### config.mk
export PLATFORM = sky130hd
export DESIGN_NAME = glitch_reset_monitor
export DESIGN_NICKNAME = d
export VERILOG_FILES = /design/src/rtl/glitch_reset_monitor.sv
export SDC_FILE = /design/constraint.sdc
export NUM_CORES = 1
export LEC_CHECK = 0
export ABC_AREA = 1
export BUFFER_PORTS_ARGS = -buffer_cell sky130_fd_sc_hd__clkbuf_2
export CORE_MARGIN = 2
export CORE_UTILIZATION = 30
export DETAILED_ROUTE_END_ITERATION = 10
export PLACE_DENSITY = 0.46
export SETUP_SLACK_MARGIN = 0.1
export SYNTH_ARGS = -nofsm -noshare
export SYNTH_HDL_FRONTEND = slang
export SYNTH_SLANG_ARGS = --single-unit
### constraint.sdc
create_clock -name clk_in -period 2.2 [get_ports clk_in]
set_input_delay 0.22 -clock clk_in [delete_from_list [all_inputs] [get_ports clk_in]]
set_output_delay 0.22 -clock clk_in [all_outputs]
set_load 0.02 [all_outputs]
### src/rtl/glitch_reset_monitor.sv
// ---------------------------------------------------------------------------
// glitch_reset_monitor
//
// Target-side observer for the glitch reset path. After an arm request it
// watches the target reset pin and a target activity pin, measures how long
// reset was really held low and how long the target took to show a rising
// edge of activity after release. The glitch sequencer uses alive, boot_len
// and timeout to confirm the reset landed and to calibrate glitch offsets.
//
// Parameters
//   SYNC_STAGES  synchronizer depth on tgt_rst_n / tgt_io (2 or more)
//   CNT_W        width of the pulse and boot measurement counters
//   TIMEOUT      cycles allowed in WAIT_ASSERT and in WAIT_BOOT
//
// Ports
//   clk_in     in   single clock domain
//   rst_n      in   asynchronous active-low reset
//   arm        in   start a measurement (accepted only in IDLE)
//   tgt_rst_n  in   target reset pin, asynchronous to clk_in
//   tgt_io     in   target activity pin, asynchronous to clk_in
//   busy       out  high in every state except IDLE
//   done       out  one-cycle pulse, results valid and held until next arm
//   alive      out  activity edge seen after release
//   timeout    out  measurement ended by TIMEOUT
//   pulse_len  out  measured reset-low width in cycles
//   boot_len   out  release-to-activity delay in cycles
// ---------------------------------------------------------------------------
module glitch_reset_monitor #(
    parameter int unsigned      SYNC_STAGES = 2,
    parameter int unsigned      CNT_W       = 16,
    parameter logic [CNT_W-1:0] TIMEOUT     = 16'hFFFF
) (
    input  logic             clk_in,
    input  logic             rst_n,
    input  logic             arm,
    input  logic             tgt_rst_n,
    input  logic             tgt_io,
    output logic             busy,
    output logic             done,
    output logic             alive,
    output logic             timeout,
    output logic [CNT_W-1:0] pulse_len,
    output logic [CNT_W-1:0] boot_len
);

    typedef enum logic [2:0] {
        S_IDLE,
        S_WAIT_ASSERT,
        S_IN_RESET,
        S_WAIT_BOOT,
        S_REPORT
    } state_t;

    // -----------------------------------------------------------------------
    // Input synchronizers. Both pins get the same depth so that measured
    // widths and delays are not skewed relative to each other.
    // -----------------------------------------------------------------------
    logic [SYNC_STAGES-1:0] r_rst_sync;
    logic [SYNC_STAGES-1:0] r_io_sync;
    logic                   r_io_q;
    logic                   w_rst_s;
    logic                   w_io_s;
    logic                   w_io_rise;

    always_ff @(posedge clk_in or negedge rst_n) begin
        if (!rst_n) begin
            // Reset to the inactive pin levels so leaving reset never looks
            // like a target reset or an activity edge.
            r_rst_sync <= '1;
            r_io_sync  <= '0;
            r_io_q     <= 1'b0;
        end else begin
            // NOTE: sequential state uses non-blocking assignments so every
            // flop samples the pre-edge value and the shift chain stays a chain.
            r_rst_sync <= {r_rst_sync[SYNC_STAGES-2:0], tgt_rst_n};
            r_io_sync  <= {r_io_sync[SYNC_STAGES-2:0], tgt_io};
            r_io_q     <= r_io_sync[SYNC_STAGES-1];
        end
    end

    assign w_rst_s   = r_rst_sync[SYNC_STAGES-1];
    assign w_io_s    = r_io_sync[SYNC_STAGES-1];
    // Only an edge counts as activity; a level already high at release is
    // absorbed by r_io_q and never reported.
    assign w_io_rise = w_io_s & ~r_io_q;

    // -----------------------------------------------------------------------
    // Measurement FSM
    // -----------------------------------------------------------------------
    state_t           r_state;
    state_t           w_state_nxt;
    logic [CNT_W-1:0] r_wait_cnt,  w_wait_nxt;
    logic [CNT_W-1:0] r_pulse_cnt, w_pulse_nxt;
    logic [CNT_W-1:0] r_boot_cnt,  w_boot_nxt;
    logic             r_alive,     w_alive_nxt;
    logic             r_timeout,   w_timeout_nxt;
    logic [CNT_W-1:0] r_pulse_len, w_pulse_len_nxt;
    logic [CNT_W-1:0] r_boot_len,  w_boot_len_nxt;
    logic             r_done,      w_done_nxt;
    logic             r_busy,      w_busy_nxt;
    logic [CNT_W-1:0] w_wait_inc;

    assign w_wait_inc = r_wait_cnt + 1'b1;

    always_comb begin
        // NOTE: every signal gets a default first, so no path through the
        // case statement can leave one unassigned and infer a latch.
        w_state_nxt     = r_state;
        w_wait_nxt      = r_wait_cnt;
        w_pulse_nxt     = r_pulse_cnt;
        w_boot_nxt      = r_boot_cnt;
        w_alive_nxt     = r_alive;
        w_timeout_nxt   = r_timeout;
        w_pulse_len_nxt = r_pulse_len;
        w_boot_len_nxt  = r_boot_len;

        case (r_state)
            S_IDLE: begin
                if (arm) begin
                    w_state_nxt     = S_WAIT_ASSERT;
                    w_wait_nxt      = '0;
                    w_pulse_nxt     = '0;
                    w_boot_nxt      = '0;
                    w_alive_nxt     = 1'b0;
                    w_timeout_nxt   = 1'b0;
                    w_pulse_len_nxt = '0;
                    w_boot_len_nxt  = '0;
                end
            end

            S_WAIT_ASSERT: begin
                if (!w_rst_s) begin
                    // First low cycle counts as one cycle of reset.
                    w_state_nxt = S_IN_RESET;
                    w_pulse_nxt = {{(CNT_W-1){1'b0}}, 1'b1};
                end else begin
                    w_wait_nxt = w_wait_inc;
                    if (w_wait_inc == TIMEOUT) begin
                        w_state_nxt     = S_REPORT;
                        w_timeout_nxt   = 1'b1;
                        w_pulse_len_nxt = '0;
                        w_boot_len_nxt  = '0;
                    end
                end
            end

            S_IN_RESET: begin
                if (!w_rst_s) begin
                    if (r_pulse_cnt != {CNT_W{1'b1}}) begin
                        w_pulse_nxt = r_pulse_cnt + 1'b1;
                    end
                end else begin
                    w_pulse_len_nxt = r_pulse_cnt;
                    if (w_io_rise) begin
                        // Activity in the very release cycle: zero boot delay.
                        w_state_nxt    = S_REPORT;
                        w_alive_nxt    = 1'b1;
                        w_boot_len_nxt = '0;
                    end else begin
                        w_state_nxt = S_WAIT_BOOT;
                        w_boot_nxt  = {{(CNT_W-1){1'b0}}, 1'b1};
                    end
                end
            end

            S_WAIT_BOOT: begin
                // Re-reset wins over activity, and activity wins over the
                // timeout, so an edge on the last allowed cycle reports alive.
                if (!w_rst_s) begin
                    w_state_nxt = S_IN_RESET;
                    w_pulse_nxt = {{(CNT_W-1){1'b0}}, 1'b1};
                    w_boot_nxt  = '0;
                end else if (w_io_rise) begin
                    w_state_nxt    = S_REPORT;
                    w_alive_nxt    = 1'b1;
                    w_boot_len_nxt = r_boot_cnt;
                end else if (r_boot_cnt == TIMEOUT) begin
                    w_state_nxt    = S_REPORT;
                    w_timeout_nxt  = 1'b1;
                    w_boot_len_nxt = TIMEOUT;
                end else begin
                    w_boot_nxt = r_boot_cnt + 1'b1;
                end
            end

            S_REPORT: begin
                // arm is deliberately ignored here; a new run starts from IDLE.
                w_state_nxt = S_IDLE;
            end

            default: begin
                w_state_nxt = S_IDLE;
            end
        endcase

        // Flags are computed from the next state so that done and busy are
        // registered yet line up exactly with the REPORT / non-IDLE states.
        w_done_nxt = (w_state_nxt == S_REPORT);
        w_busy_nxt = (w_state_nxt != S_IDLE);
    end

    always_ff @(posedge clk_in or negedge rst_n) begin
        if (!rst_n) begin
            r_state     <= S_IDLE;
            r_wait_cnt  <= '0;
            r_pulse_cnt <= '0;
            r_boot_cnt  <= '0;
            r_alive     <= 1'b0;
            r_timeout   <= 1'b0;
            r_pulse_len <= '0;
            r_boot_len  <= '0;
            r_done      <= 1'b0;
            r_busy      <= 1'b0;
        end else begin
            r_state     <= w_state_nxt;
            r_wait_cnt  <= w_wait_nxt;
            r_pulse_cnt <= w_pulse_nxt;
            r_boot_cnt  <= w_boot_nxt;
            r_alive     <= w_alive_nxt;
            r_timeout   <= w_timeout_nxt;
            r_pulse_len <= w_pulse_len_nxt;
            r_boot_len  <= w_boot_len_nxt;
            r_done      <= w_done_nxt;
            r_busy      <= w_busy_nxt;
        end
    end

    assign busy      = r_busy;
    assign done      = r_done;
    assign alive     = r_alive;
    assign timeout   = r_timeout;
    assign pulse_len = r_pulse_len;
    assign boot_len  = r_boot_len;

endmodule

* Word-level counts from Yosys, hierarchy flattened *
Cells that the tools add are included.

storage, ports and cells
  memory bits (writable) = 0
  output and inout bits = 36
  word-level logic and storage cells = 102
  register bits = 92
  bits in read-only memories = 0
  memories kept = 0
  bits in latches = 0

operators by class
  div/mod/pow operators = 0
  multiplexer cells = 42
  bitwise logic cells = 2
  reductions and logical operators = 18
  $lt $le $gt $ge = 0
  shifts and indexed selects = 0
  add/sub/neg operators = 3
  equal/unequal tests = 24
  multipliers = 0

operators with widths
  operator                 number
  $mux W16                 18
  $pmux W16 S3             3
  $pmux W16 S4             1
  $add A16 B1 Y16 const B  3
  $eq A16 B16 Y1 const B   2
  $pmux W16 S2             1
  $mux W3                  8
  $ne A2 B2 Y1 const B     12
  $ne A16 B16 Y1 const B   1
  $reduce_bool A3 Y1       5
  $pmux W3 S4              1
  $reduce_and A5 Y1        2
  $ne A3 B3 Y1 const B     3
  $mux W1                  8
  $reduce_and A8 Y1        1
  $reduce_and A7 Y1        1
  $eq A3 B2 Y1 const B     2
  $reduce_and A6 Y1        1
  $ne A2 B1 Y1 const B     2
  $reduce_and A4 Y1        1
  $reduce_bool A2 Y1       2
  $reduce_bool A4 Y1       1
  $reduce_or A2 Y1         2
  $eq A3 B1 Y1 const B     1
  other kinds (7)          7

* Depth between registers and ports, before layout *
Gate-level depths: netlist of the first run.

  word-level depth = 6
  mapped depth = 15
  depth with buffers taken out = 14

* Worst setup path after synthesis of the first run *
No wires, ideal clock.

  path type = register -> register
  start point = register r_boot_cnt[0]
  end point = register r_boot_len[12], in the netlist boot_len[12]
  stages on the path, launching flop included = 12
  path slack = 0.310 ns
  setup time = 0.123 ns
  arrival = 1.766 ns
  data required time = 2.077 ns
  clock period less this slack = 1.890 ns
  cells stage by stage = dfrtp_1 -> ha_1 -> nand3_1 -> nor2_1 -> nand3_1 -> nand3_1 -> o21ai_0 -> nor3_1 -> nand2_4 -> buf_6 -> nand2_1 -> o21ai_2

between the ends
  longest elaborated chain between the ends = 3

ends and longest elaborated chain
  element                      RTL line  text
  from (decl)                  94        logic [CNT_W-1:0] r_boot_cnt, w_boot_nxt;
  from (signal assigned)       218       r_boot_cnt <= w_boot_nxt;
  $eq A16 B16 Y1               177       end else if (r_boot_cnt == TIMEOUT) begin
  $ne A3 B3 Y1 (no line)       --
  $reduce_and A8 Y1 (no line)  --
  to (signal assigned)         222       r_boot_len <= w_boot_len_nxt;
  to (decl)                    98        logic [CNT_W-1:0] r_boot_len, w_boot_len_nxt;

Every way passes these cells.
A chain may end at the register's enable or synchronous reset.

* Final worst setup path of the first run *
  start point = register r_rst_sync[1]
  end point = register r_pulse_len[1], in the netlist pulse_len[1]

between the ends
  longest elaborated chain between the ends = 2
  elaborated cells between the ends (all ways) = 3
  classes of those cells = eq/ne (2); reduce/logical (1)

ends and longest elaborated chain
  element                          RTL line  text
  from (decl)                      58        logic [SYNC_STAGES-1:0] r_rst_sync;
  from (signal assigned)           75        r_rst_sync <= {r_rst_sync[SYNC_STAGES-2:0], tgt_rst_n};
  $ne A2 B2 Y1 (no line)           --
  $reduce_and A5 Y1 (no line) (*)  --
  to (signal assigned)             221       r_pulse_len <= w_pulse_len_nxt;
  to (decl)                        97        logic [CNT_W-1:0] r_pulse_len, w_pulse_len_nxt;

Every way passes the cells marked *; elsewhere a longest branch is shown, timed or not.

==> qor.log, run 1 <==
qor: grt.met1_usage 0.212
qor: cells_and_area.layout.nets 674
qor: worst_setup_path.crit_chain clkinv_1, buf_4, a21oi_1, nand3_4, nand2_2, nand2_2
qor: worst_setup_path.cp_top_family flip-flops
qor: synthesis.netlist_instances 595
qor: synthesis.synth.yosys.warnings 0
qor: grt.grt_busiest_layer met2
qor: cells_and_area.register_area 2300 um2
qor: power_and_ir_drop.power_report.internal_total 0.00358 W
qor: worst_setup_path.crit_start r_rst_sync[1]$_DFF_PN1_
qor: placement.pre_cts_slack -0.0943 ns
qor: cells_and_area.drive_above_1_share 0.232
qor: detailed_routing.route.detailed.vias_per_inst 4.69
qor: sta.rsz0062_at_grt true
qor: detailed_routing.drt-pass1-iter-count 5
qor: worst_setup_path.cp_data_required_time 2.44 ns
qor: synthesis.synth_flop_cell sky130_fd_sc_hd__dfrtp_1
qor: clocking.cts_made_buffers 9
qor: die.fp.coreArea 15700 um2
qor: detailed_routing.drc 0
qor: power_and_ir_drop.logic_pwr_share 0.408
qor: clocking.cts_tree done
qor: cells_and_area.design_area 5910 um2
qor: power_and_ir_drop.net-switching-power 0.00259 W
qor: placement.dp_hpwl 8420 um
qor: synthesis.synthesis.area_per_instance 8.04 um2
qor: hold_path.worst_hold_startpoint arm
qor: worst_setup_path.slowest_stage sky130_fd_sc_hd__dfstp_2
qor: clocking.cts_max_level 3
qor: die.die_extent_in_y 130 um
qor: worst_setup_path.worst-path-buf-inv 2
qor: cells_and_area.post-route-util 0.376
qor: sta.fin_worst_skew 0.00991 ns
qor: clocking.cts.root.buffer_cell sky130_fd_sc_hd__clkbuf_16
qor: detailed_routing.final_antenna_net_count 0
qor: die.ios 41
qor: worst_setup_path.worstPathMaxFanout 8
qor: worst_setup_path.timing.critical_path.to_type flip-flop
qor: power_and_ir_drop.switching_share 0.420
qor: cells_and_area.filler_cells 1659
qor: detailed_routing.wire_per_inst 13.9 um
qor: run.maxCapViolCount 0
qor: synthesis.syn-cell-area 4780 um2
qor: sta.report.final.setup_viol 0
qor: placement.placed_area 5330 um2
qor: sta.f_max 479 MHz
qor: worst_setup_path.start_of_the_worst_register_to_register_path r_rst_sync[1]$_DFF_PN1_
qor: die.floorplan.rows 46
qor: synthesis.synth_nets 604
qor: synthesis.synth-edff-count 0
qor: detailed_routing.finalWirelength 12300 um
qor: detailed_routing.vias 4152
qor: sta.period_share 0.948
qor: detailed_routing.first_drt_iteration_drcs 256
qor: clocking.clk-insertion-delay-late 0.35 ns
qor: power_and_ir_drop.standby_leakage_power 2.67 nW
qor: power_and_ir_drop.power.density_cell_area 1040 nW/um2
qor: cells_and_area.layout.cells.most_common sky130_fd_sc_hd__nand2_1
qor: clocking.clk_pin_slew_worst_paths 0.07 ns
qor: die.die_w 130 um
qor: grt.first_pass_grt_wire_length 19900 um
qor: sta.finalWorstSetupSlack 0.113 ns
qor: sta.fin_setup_tns 0 ns
qor: worst_setup_path.critPathLaunchType flip-flop
qor: synthesis.ys_async_sr_fraction 1.00
qor: placement.io_buffers 40
qor: grt.largest_net_degree_at_the_start_of_global_routing 46
qor: sta.worst_hold_slack 0.298 ns
qor: die.initial_utilization 0.305
qor: hold_path.min_path_type in -> reg
qor: clocking.tritoncts_num_sinks 92
qor: worst_setup_path.timing.critical_path.mode_cell sky130_fd_sc_hd__nand2_2
qor: grt.first_global_vias 3937
qor: synthesis.yosys.area.top_type_share 0.471
qor: grt.gr-usage-met3 0.0250
qor: grt.globalRouteOverflowTotal 0
qor: sta.max_slew.worst_pin.slew 0.679 ns
qor: cells_and_area.multi_input_comb_area 2330 um2
qor: worst_setup_path.arrival 2.32 ns
qor: worst_setup_path.setup_crit_path_kind reg -> reg
qor: sta.final_hold_viols 0
qor: sta.drv_slew 0
qor: synthesis.yosysSeqAreaShare 0.482
qor: power_and_ir_drop.power.share.clock 0.253
qor: synthesis.post-synth-top-area-cell sky130_fd_sc_hd__dfrtp_1
qor: power_and_ir_drop.seqPwrFrac 0.339
qor: die.fp.dieArea 17000 um2
qor: grt.grt.met2_usage 0.229
qor: grt.antenna_found_initial 0
qor: sta.timing.final.crit_period 2.09 ns
qor: grt.gr-usage-all-layers 0.150
qor: cells_and_area.num_antenna_cells 0
qor: power_and_ir_drop.vdd.ir_drop.worst 0.480 mV
qor: outcome.run_status complete, no violations
qor: synthesis.post_synth_main_area_contributors sky130_fd_sc_hd__dfrtp_1 47%, sky130_fd_sc_hd__nand2_1 14%, sky130_fd_sc_hd__inv_1 4.6%, sky130_fd_sc_hd__o21ai_0 4.5%, sky130_fd_sc_hd__nor2_1 4.0%
qor: placement.gpl.final_weighted_congestion 0.854
qor: worst_setup_path.largest_incremental_delay_on_the_critical_path 0.64 ns
qor: synthesis.synth_cell_types 40
qor: sta.slew_headroom 0.548
qor: cells_and_area.areaGrowthSynthToFinish 23.6%
qor: cells_and_area.most_frequent_cells_in_the_layout 159 x sky130_fd_sc_hd__nand2_1, 90 x sky130_fd_sc_hd__dfrtp_1, 58 x sky130_fd_sc_hd__inv_1
qor: clocking.cts-root-to-sink-buffers 2
qor: synthesis.ys_ff_latch 92
-- state kept, by name (all words and copies together), names as in the netlist, 2 cells and up --
register	flops
boot_len	16
r_boot_cnt	16
r_state	3
r_wait_cnt	16
r_pulse_cnt	16
pulse_len	16
r_rst_sync	2
r_io_sync	2
-- layer usage --
metal / vias up / part of all wire
met5: - / 0
met4: 0 / 0.017
met3: 16 / 0.041
met2: 88 / 0.44
met1: 1953 / 0.50
li1: 2095 / -
-- worst register-to-register path: stages (launching register included) --
cell,delay (ns)
sky130_fd_sc_hd__dfstp_2,0.64
sky130_fd_sc_hd__clkinv_1,0.13
sky130_fd_sc_hd__buf_4,0.18
sky130_fd_sc_hd__a21oi_1,0.54
sky130_fd_sc_hd__nand3_4,0.29
sky130_fd_sc_hd__nand2_2,0.15
sky130_fd_sc_hd__nand2_2,0.04
-- power by group through the flow --
stage	registers, W	clock network, W	logic [W]
2_1_floorplan	0.00227	0	0.00143
3_3_place_gp	0.00211	0	0.00219
3_5_place_dp	0.00211	0	0.00221
4_1_cts	0.00208	0.00161	0.00232
5_1_grt	0.00213	0.00169	0.00279
6_report	0.00209	0.00156	0.00252
-- worst paths after layout --
kind / to / slack [ns] / depth (start not counted)
min: alive$_DFFE_PN0P_ / 0.30 / 4
min in group asynchronous: pulse_len[13]$_DFFE_PN0P_ / 0.37 / 2
min reg2reg: r_io_sync[1]$_DFF_PN0_ / 0.35 / 0
max reg2reg: pulse_len[1]$_DFFE_PN0P_ / 0.11 / 6
max: pulse_len[1]$_DFFE_PN0P_ / 0.11 / 6
max in group asynchronous: r_rst_sync[0]$_DFF_PN1_ / 1.18 / 3
-- cells in the mapped netlist, drive strengths merged (3+ instances only) --
library cell and count:
inv 59, nand3 32, dfrtp 90, xor2 13, ha 4, xnor2 3
o21ai 61, nand2 182, buf 11, nor2 58, nand4 13, o31ai 10
nor3 10, nor4 3, clkbuf 6, a21oi 16, o22ai 8
-- final cells by class --
type | instances | area share
timing repair buffer | 74 | 0.0827
sequential | 92 | 0.390
multi-input combinational | 427 | 0.393
inverter | 61 | 0.0394
clock inverter | 6 | 0.0110
tap | 216 | 0.0457
clock buffer | 9 | 0.0381
-- stage by stage --
step / cells / total power, W
after CTS: 876 / 0.00601
after global placement: 856 / 0.00430
final: 885 / 0.00616
after global routing: 885 / 0.00661
after floorplan: 595 / 0.00370
after detailed placement: 856 / 0.00432
-- cells by family after synthesis --
kind of cell,count (synthesis),synth area share
AOI/OAI and AO/OA,104,0.134
xor gates and xnor gates,16,0.0293
adders and majority gates,4,0.0105
buffers and inverters,78,0.0696
DFF,92,0.482
and+or+nand+nor,301,0.275
-- repair_timing --
| item | CTS | global route |
|---|---|---|
| hold buffers | 3 | 0 |
| cloned | 1 | 1 |
| gates resized for setup | 4 | 42 |
| endpoints found under the setup margin | 22 | 48 |
| pin swaps | 2 | 23 |
| setup buffers | 1 | 8 |
| hold endpoints to repair | 32 | 0 |
Note: power is estimated with default switching activity, not from simulation.
==> run 2, diff against run 1 <==
--- a/config.mk
+++ b/config.mk
@@ -11,5 +11,5 @@
 export CORE_UTILIZATION = 30
 export DETAILED_ROUTE_END_ITERATION = 10
-export PLACE_DENSITY = 0.46
+export PLACE_DENSITY = 0.47
 export SETUP_SLACK_MARGIN = 0.1
 export SYNTH_ARGS = -nofsm -noshare
==> constraint.sdc (replaced) <==
create_clock -name clk_in -period 1.9 [get_ports clk_in]
set_input_delay 0.19 -clock clk_in [delete_from_list [all_inputs] [get_ports clk_in]]
set_output_delay 0.19 -clock clk_in [all_outputs]
set_load 0.005 [all_outputs]
==> run 2 against run 1 <==
The flow now finishes with violations (negative setup slack). Sequential share of layout area shrank 4.8 points. Combinational power up 53%. Utilization grew 5.3 points. Sequential cell count did not move. Fmax rose by 3.8%. Sequential power up 17%. Hold slack worse by 0.033 ns. Critical path type unchanged. Highest routed layer unchanged.
==> qor.log, run 2 (synthesis results as in run 1) <==
qor: outcome.run_status complete, but fails checks
qor: outcome.violations negative setup slack
qor: sta.max_slew.worst_pin.slew 0.591 ns [-0.0877 ns]
qor: detailed_routing.drc 0 [unchanged]
qor: worst_setup_path.critPathLaunchType flip-flop
qor: detailed_routing.first_drt_iteration_drcs 233 [-9.0%]
qor: detailed_routing.final_antenna_net_count 0 [unchanged]
qor: hold_path.worst_hold_startpoint arm
qor: grt.gr-usage-all-layers 0.152 [+0.00243]
qor: grt.antenna_found_initial 0 [unchanged]
qor: clocking.clk_pin_slew_worst_paths 0.06 ns [about the same]
qor: sta.worst_hold_slack 0.265 ns [-0.0330 ns]
qor: placement.dp_hpwl 8790 um [+4.4%]
qor: sta.period_share 1.06 [+0.110]
qor: detailed_routing.wire_per_inst 13.6 um [-1.8%]
qor: cells_and_area.most_frequent_cells_in_the_layout 132 x sky130_fd_sc_hd__nand2_1, 87 x sky130_fd_sc_hd__dfrtp_1, 67 x sky130_fd_sc_hd__buf_4
qor: worst_setup_path.timing.critical_path.to_type flip-flop
qor: grt.largest_net_degree_at_the_start_of_global_routing 93 [+100%]
qor: worst_setup_path.critical_register_to_register_path_endpoint boot_len[15]$_DFFE_PN0P_
qor: sta.fin_setup_tns -2.71 ns [-2.71 ns]
qor: cells_and_area.num_antenna_cells 0 [unchanged]
qor: worst_setup_path.slowest_stage sky130_fd_sc_hd__dfrtp_1
qor: worst_setup_path.arrival 2.23 ns [-0.09 ns]
qor: worst_setup_path.crit_start r_wait_cnt[0]$_DFFE_PN0P_
qor: grt.first_pass_grt_wire_length 20300 um [+1.7%]
qor: die.ios 41 [unchanged]
qor: clocking.cts_max_level 3 [unchanged]
qor: worst_setup_path.setup_crit_path_kind reg -> reg
qor: power_and_ir_drop.standby_leakage_power 3.08 nW [+15%]
qor: detailed_routing.finalWirelength 12800 um [+3.9%]
qor: cells_and_area.areaGrowthSynthToFinish 41.1%
qor: cells_and_area.layout.nets 725 [+7.6%]
qor: sta.f_max 497 MHz [+3.8%]
qor: detailed_routing.vias 4329 [+4.3%]
qor: grt.first_global_vias 4187 [+6.4%]
qor: sta.final_hold_viols 0 [unchanged]
qor: worst_setup_path.largest_incremental_delay_on_the_critical_path 0.42 ns [-0.22 ns]
qor: die.fp.dieArea 17000 um2 [unchanged]
qor: hold_path.min_delay_endpoint alive$_DFFE_PN0P_
qor: worst_setup_path.worst_r2r_path_depth 13 [+7]
qor: cells_and_area.drive_above_1_share 0.384 [+0.152]
qor: grt.globalRouteOverflowTotal 0 [unchanged]
qor: power_and_ir_drop.p_total 0.00823 W [+34%]
qor: clocking.tritoncts_num_sinks 92 [unchanged]
qor: die.initial_utilization 0.305 [unchanged]
qor: clocking.clk-insertion-delay-late 0.35 ns [about the same]
qor: cells_and_area.post-route-util 0.430 [+0.0532]
qor: hold_path.holdPathStages 4 [unchanged]
qor: worst_setup_path.start_of_the_worst_register_to_register_path r_wait_cnt[0]$_DFFE_PN0P_
qor: worst_setup_path.reg2reg_setup_slack -0.11 ns [-0.22 ns]
qor: sta.rsz0062_at_grt true
qor: sta.slew_headroom 0.606 [+0.0584]
qor: die.floorplan.rows 46 [unchanged]
qor: clocking.cts_tree done
qor: cells_and_area.layout.cells.most_common sky130_fd_sc_hd__nand2_1
qor: worst_setup_path.cp_data_required_time 2.12 ns [-0.32 ns]
qor: sta.finalWorstSetupSlack -0.110 ns [-0.224 ns]
qor: worst_setup_path.crit_chain ha_4, nand3_4, nor2_4, nand4_1, nand2_1, nand2_1, nor2_2, nand3_2, nand2_4, nand2_4, buf_12, nand2_2, o21ai_2
qor: placement.gpl.final_weighted_congestion 0.887 [+3.9%]
qor: clocking.cts.root.buffer_cell sky130_fd_sc_hd__clkbuf_16
qor: die.die_extent_in_y 130 um [unchanged]
qor: hold_path.min_path_type in -> reg
qor: power_and_ir_drop.vdd.ir_drop.worst 0.585 mV [+22%]
qor: detailed_routing.route.detailed.vias_per_inst 4.62 [-1.5%]
qor: run.maxCapViolCount 0 [unchanged]
qor: sta.drv_slew 0 [unchanged]
qor: power_and_ir_drop.power.density_cell_area 1220 nW/um2 [+17%]
qor: die.fp.coreArea 15700 um2 [unchanged]
qor: sta.fin_worst_skew 0.0117 ns [+0.00180 ns]
qor: placement.io_buffers 40 [unchanged]
qor: clocking.cts_made_buffers 9 [unchanged]
qor: sta.report.final.setup_viol 33 [+33]
qor: detailed_routing.drt-pass1-iter-count 4 [-1]
qor: sta.timing.final.crit_period 2.01 ns [-0.0764 ns]
qor: worst_setup_path.worstPathMaxFanout 16 [+8]
qor: clocking.cts-root-to-sink-buffers 2 [unchanged]
qor: die.die_w 130 um [unchanged]
## run 2: worst max path at each step
stage | to | slack [ns] | depth (start not counted)
after floorplan | boot_len[6]$_DFFE_PN0P_ | 0.06 | 13
after global placement | boot_len[0]$_DFFE_PN0P_ | -0.11 | 11
after detailed placement | boot_len[15]$_DFFE_PN0P_ | -0.12 | 13
after CTS | boot_len[15]$_DFFE_PN0P_ | -0.12 | 13
after global routing | pulse_len[1]$_DFFE_PN0P_ | -0.26 | 12
final | boot_len[15]$_DFFE_PN0P_ | -0.11 | 13
## run 2: repair_timing
| item | 4_1_cts | 5_1_grt |
|---|---|---|
| pin swaps | 5 | 15 |
| endpoints found under the setup margin | 49 | 81 |
| hold buffers | 3 | 0 |
| hold endpoints to repair | 92 | 0 |
| resized for setup | 14 | 124 |
| setup buffers | 1 | 8 |
| gates cloned | 1 | 3 |
## run 2: per-layer routing
| metal | routed length [um] | global-route usage | up-vias |
|---|---|---|---|
| met1 | 6100 | 0.208 | 2059 |
| met4 | 189 | 0.0633 | 0 |
| met5 | 0 | 0 | - |
| met3 | 337 | 0.0283 | 14 |
| li1 | - | - | 2190 |
| met2 | 6160 | 0.238 | 66 |
## run 2: critical path, delay by kind of cell, from the launching register on
family	cells	cell delay, ns
compound gates	1	0.05
fa+ha+maj	1	0.18
buf+inv	1	0.17
flops	1	0.42
simple gates	10	1.07
## run 2: through the flow
stage	setup WS [ns]	area, um2	std cells
6_report	-0.110	6750	937
5_1_grt	-0.264	6750	937
4_1_cts	-0.118	6180	926
3_5_place_dp	-0.119	5780	905
3_3_place_gp	-0.115	5780	905
2_1_floorplan	0.0645	4840	595
## run 2: layout make-up
cell class,count,area (um2)
clock buffers,10,229
inverters,61,236
well taps,216,270
fillers,1606,8960
multi-input cells,427,2640
repair buffers,125,980
clock inverters,6,88.8
flip-flops and latches,92,2310
## run 2: power by group
group | total [W] | internal, W | switching, W | leakage, nW
Clock | 0.00193 | 0.00115 | 0.000780 | 0.149
Sequential | 0.00244 | 0.00223 | 0.000217 | 1.24
Combinational | 0.00386 | 0.00164 | 0.00222 | 1.69
==> run 3, diff against run 2 <==
- CTS_BUF_LIST: unset -> sky130_fd_sc_hd__clkbuf_16
- CTS_CLUSTER_SIZE: unset -> 12
- SKIP_CTS_REPAIR_TIMING: unset -> 1
==> run 3 against run 2 <==
The run still ends with negative setup slack left. Total power increased by 5.1%. Sequential power is essentially flat. Clock power is essentially flat. Register-to-register slack worse by 0.04 ns. Hold slack got worse by 0.0023 ns. Sequential share of layout area down 0.50 points. Critical path type unchanged. Critical endpoint unchanged.
==> qor.log, run 3 (synthesis results as in run 1) <==
qor: run.maxCapViolCount 0 [unchanged]
qor: worst_setup_path.worst-path-buf-inv 1 [unchanged]
qor: power_and_ir_drop.p_total 0.00865 W [+5.1%]
qor: outcome.violations negative setup slack
qor: sta.finalWorstSetupSlack -0.146 ns [-0.0358 ns]
qor: clocking.cts.root.buffer_cell sky130_fd_sc_hd__clkbuf_16
qor: detailed_routing.first_drt_iteration_drcs 210 [-9.9%]
qor: detailed_routing.vias 4386 [+1.3%]
qor: die.initial_utilization 0.305 [unchanged]
qor: sta.report.final.setup_viol 34 [+3.0%]
qor: placement.pre_cts_slack -0.119 ns [unchanged]
qor: detailed_routing.final_antenna_net_count 0 [unchanged]
qor: worst_setup_path.crit_chain ha_4, nand3_4, nor2_4, nand4_1, nand2_1, nand2_1, nor2_2, nand3_2, nand2_4, nand2_8, buf_12, nand2_2, o21ai_2
qor: placement.gpl.final_weighted_congestion 0.887 [unchanged]
qor: clocking.tritoncts_num_sinks 92 [unchanged]
qor: clocking.cts_tree done
qor: cells_and_area.drive_above_1_share 0.377 [-0.00730]
qor: power_and_ir_drop.vdd.ir_drop.worst 0.590 mV [+0.88%]
qor: placement.io_buffers 40 [unchanged]
qor: sta.drv_slew 0 [unchanged]
qor: hold_path.min_path_type in -> reg
qor: detailed_routing.met3_wire_length 399 um [+18%]
qor: cells_and_area.num_antenna_cells 0 [unchanged]
qor: worst_setup_path.start_of_the_worst_register_to_register_path r_wait_cnt[0]$_DFFE_PN0P_
qor: clocking.cts-root-to-sink-buffers 2 [unchanged]
qor: worst_setup_path.timing.critical_path.mode_cell sky130_fd_sc_hd__nand2_1
qor: sta.timing.final.crit_period 2.05 ns [+0.0358 ns]
qor: worst_setup_path.cp_top_family simple AND/OR/NAND/NOR gates
qor: hold_path.worst_hold_startpoint arm
qor: grt.gr-usage-all-layers 0.150 [-0.00200]
qor: outcome.run_status complete, but fails checks
qor: power_and_ir_drop.power.density_cell_area 1260 nW/um2 [+3.5%]
qor: worst_setup_path.setup_crit_path_kind reg -> reg
qor: sta.rsz0062_at_grt true
qor: cells_and_area.fin_cells 943 [+0.64%]
qor: worst_setup_path.timing.critical_path.to_type flip-flop
qor: detailed_routing.route.detailed.vias_per_inst 4.65 [+0.67%]
qor: die.fp.dieArea 17000 um2 [unchanged]
qor: detailed_routing.route.top_layer_used met4
qor: grt.largest_net_degree_at_the_start_of_global_routing 93 [unchanged]
qor: placement.dp_hpwl 8790 um [unchanged]
qor: cells_and_area.layout.nets 731 [+0.83%]
qor: placement.numPlacedInstances 905 [unchanged]
qor: cells_and_area.layout.cells.most_common sky130_fd_sc_hd__nand2_1
qor: sta.final_hold_viols 0 [unchanged]
qor: die.ios 41 [unchanged]
qor: clocking.clk-insertion-delay-late 0.36 ns [about the same]
qor: grt.first_pass_grt_wire_length 20000 um [-1.3%]
qor: worst_setup_path.worstPathMaxFanout 8 [-8]
qor: cells_and_area.areaGrowthSynthToFinish 43.1%
qor: sta.period_share 1.08 [+0.0188]
qor: clocking.cts_made_buffers 9 [unchanged]
qor: die.die_extent_in_y 130 um [unchanged]
qor: detailed_routing.wl_met2 6280 um [+2.0%]
qor: detailed_routing.drt-pass1-iter-count 4 [unchanged]
qor: grt.globalRouteOverflowTotal 0 [unchanged]
qor: detailed_routing.route.layer.met1.wl 6130 um [+0.34%]
qor: die.fp.coreArea 15700 um2 [unchanged]
qor: sta.max_slew.worst_pin.slew 0.518 ns [-0.0731 ns]
qor: worst_setup_path.arrival 2.28 ns [+0.05 ns]
qor: grt.first_global_vias 4149 [-0.91%]
qor: detailed_routing.wire_per_inst 13.8 um [+1.2%]
qor: sta.worst_hold_slack 0.262 ns [-0.00234 ns]
qor: detailed_routing.finalWirelength 13000 um [+1.9%]
qor: die.floorplan.rows 46 [unchanged]
qor: clocking.cts_max_level 3 [unchanged]
qor: sta.slew_headroom 0.655 [+0.0487]
qor: power_and_ir_drop.standby_leakage_power 3.12 nW [+1.0%]
qor: worst_setup_path.largest_incremental_delay_on_the_critical_path 0.42 ns [about the same]
qor: sta.f_max 489 MHz [-1.7%]
qor: worst_setup_path.crit_start r_wait_cnt[0]$_DFFE_PN0P_
qor: die.die_w 130 um [unchanged]
qor: worst_setup_path.slowest_stage sky130_fd_sc_hd__dfrtp_1
qor: sta.fin_worst_skew 0.0107 ns [-0.00102 ns]
qor: grt.antenna_found_initial 0 [unchanged]
qor: detailed_routing.drc 0 [unchanged]
qor: worst_setup_path.cp_data_required_time 2.13 ns [about the same]
qor: clocking.clk_pin_slew_worst_paths 0.07 ns [about the same]
qor: cells_and_area.filler_cells 1599 [-0.44%]
qor: cells_and_area.most_frequent_cells_in_the_layout 139 x sky130_fd_sc_hd__nand2_1, 87 x sky130_fd_sc_hd__dfrtp_1, 64 x sky130_fd_sc_hd__buf_4
qor: worst_setup_path.critPathLaunchType flip-flop
[run 3: per-stage QoR]
| stage | area (um2) | utilization | TNS, ns |
|---|---|---|---|
| finish | 6850 | 0.436 | -3.93 |
| global route | 6850 | 0.436 | -8.91 |
| CTS | 6100 | 0.388 | -3.94 |
| detailed placement | 5780 | 0.368 | -3.31 |
| global placement | 5780 | 0.368 | -3.02 |
| floorplan | 4840 | - | 0 |
[run 3: path summary, 6_finish.rpt]
path	end	slack, ns	cells after the start
max	boot_len[15]$_DFFE_PN0P_	-0.15	13
min	alive$_DFFE_PN0P_	0.26	4
max reg2reg	boot_len[15]$_DFFE_PN0P_	-0.15	13
min reg2reg	r_io_sync[1]$_DFF_PN0_	0.35	0
max in group asynchronous	r_state[0]$_DFF_PN0_	1.06	3
min in group asynchronous	boot_len[11]$_DFFE_PN0P_	0.44	3
[run 3: cell type report]
type | count | area [um2] | area share
timing repair inverter | 1 | 7.51 | 0.00110
clock inverter | 7 | 92.6 | 0.0135
sequential | 92 | 2310 | 0.337
inverter | 61 | 235 | 0.0343
clock buffer | 9 | 225 | 0.0329
tap | 216 | 270 | 0.0395
timing repair buffer | 130 | 1080 | 0.157
multi-input combinational | 427 | 2630 | 0.384
[run 3: worst reg2reg max path, cell delays in order, from the launching register on]
cell,delay [ns]
sky130_fd_sc_hd__dfrtp_1,0.42
sky130_fd_sc_hd__ha_4,0.18
sky130_fd_sc_hd__nand3_4,0.11
sky130_fd_sc_hd__nor2_4,0.21
sky130_fd_sc_hd__nand4_1,0.11
sky130_fd_sc_hd__nand2_1,0.09
sky130_fd_sc_hd__nand2_1,0.06
sky130_fd_sc_hd__nor2_2,0.10
sky130_fd_sc_hd__nand3_2,0.12
sky130_fd_sc_hd__nand2_4,0.16
sky130_fd_sc_hd__nand2_8,0.10
sky130_fd_sc_hd__buf_12,0.16
sky130_fd_sc_hd__nand2_2,0.05
sky130_fd_sc_hd__o21ai_2,0.05
[run 3: routing by layer]
layer  GRT usage  up-vias
met3      0.0283       18
met1       0.203     2088
met5           0        -
li1            -     2206
met2       0.238       74
met4      0.0620        0
[run 3: power by group]
group,switching (W),internal [W]
clock network,0.000796,0.00115
registers,0.000223,0.00223
logic,0.00231,0.00195
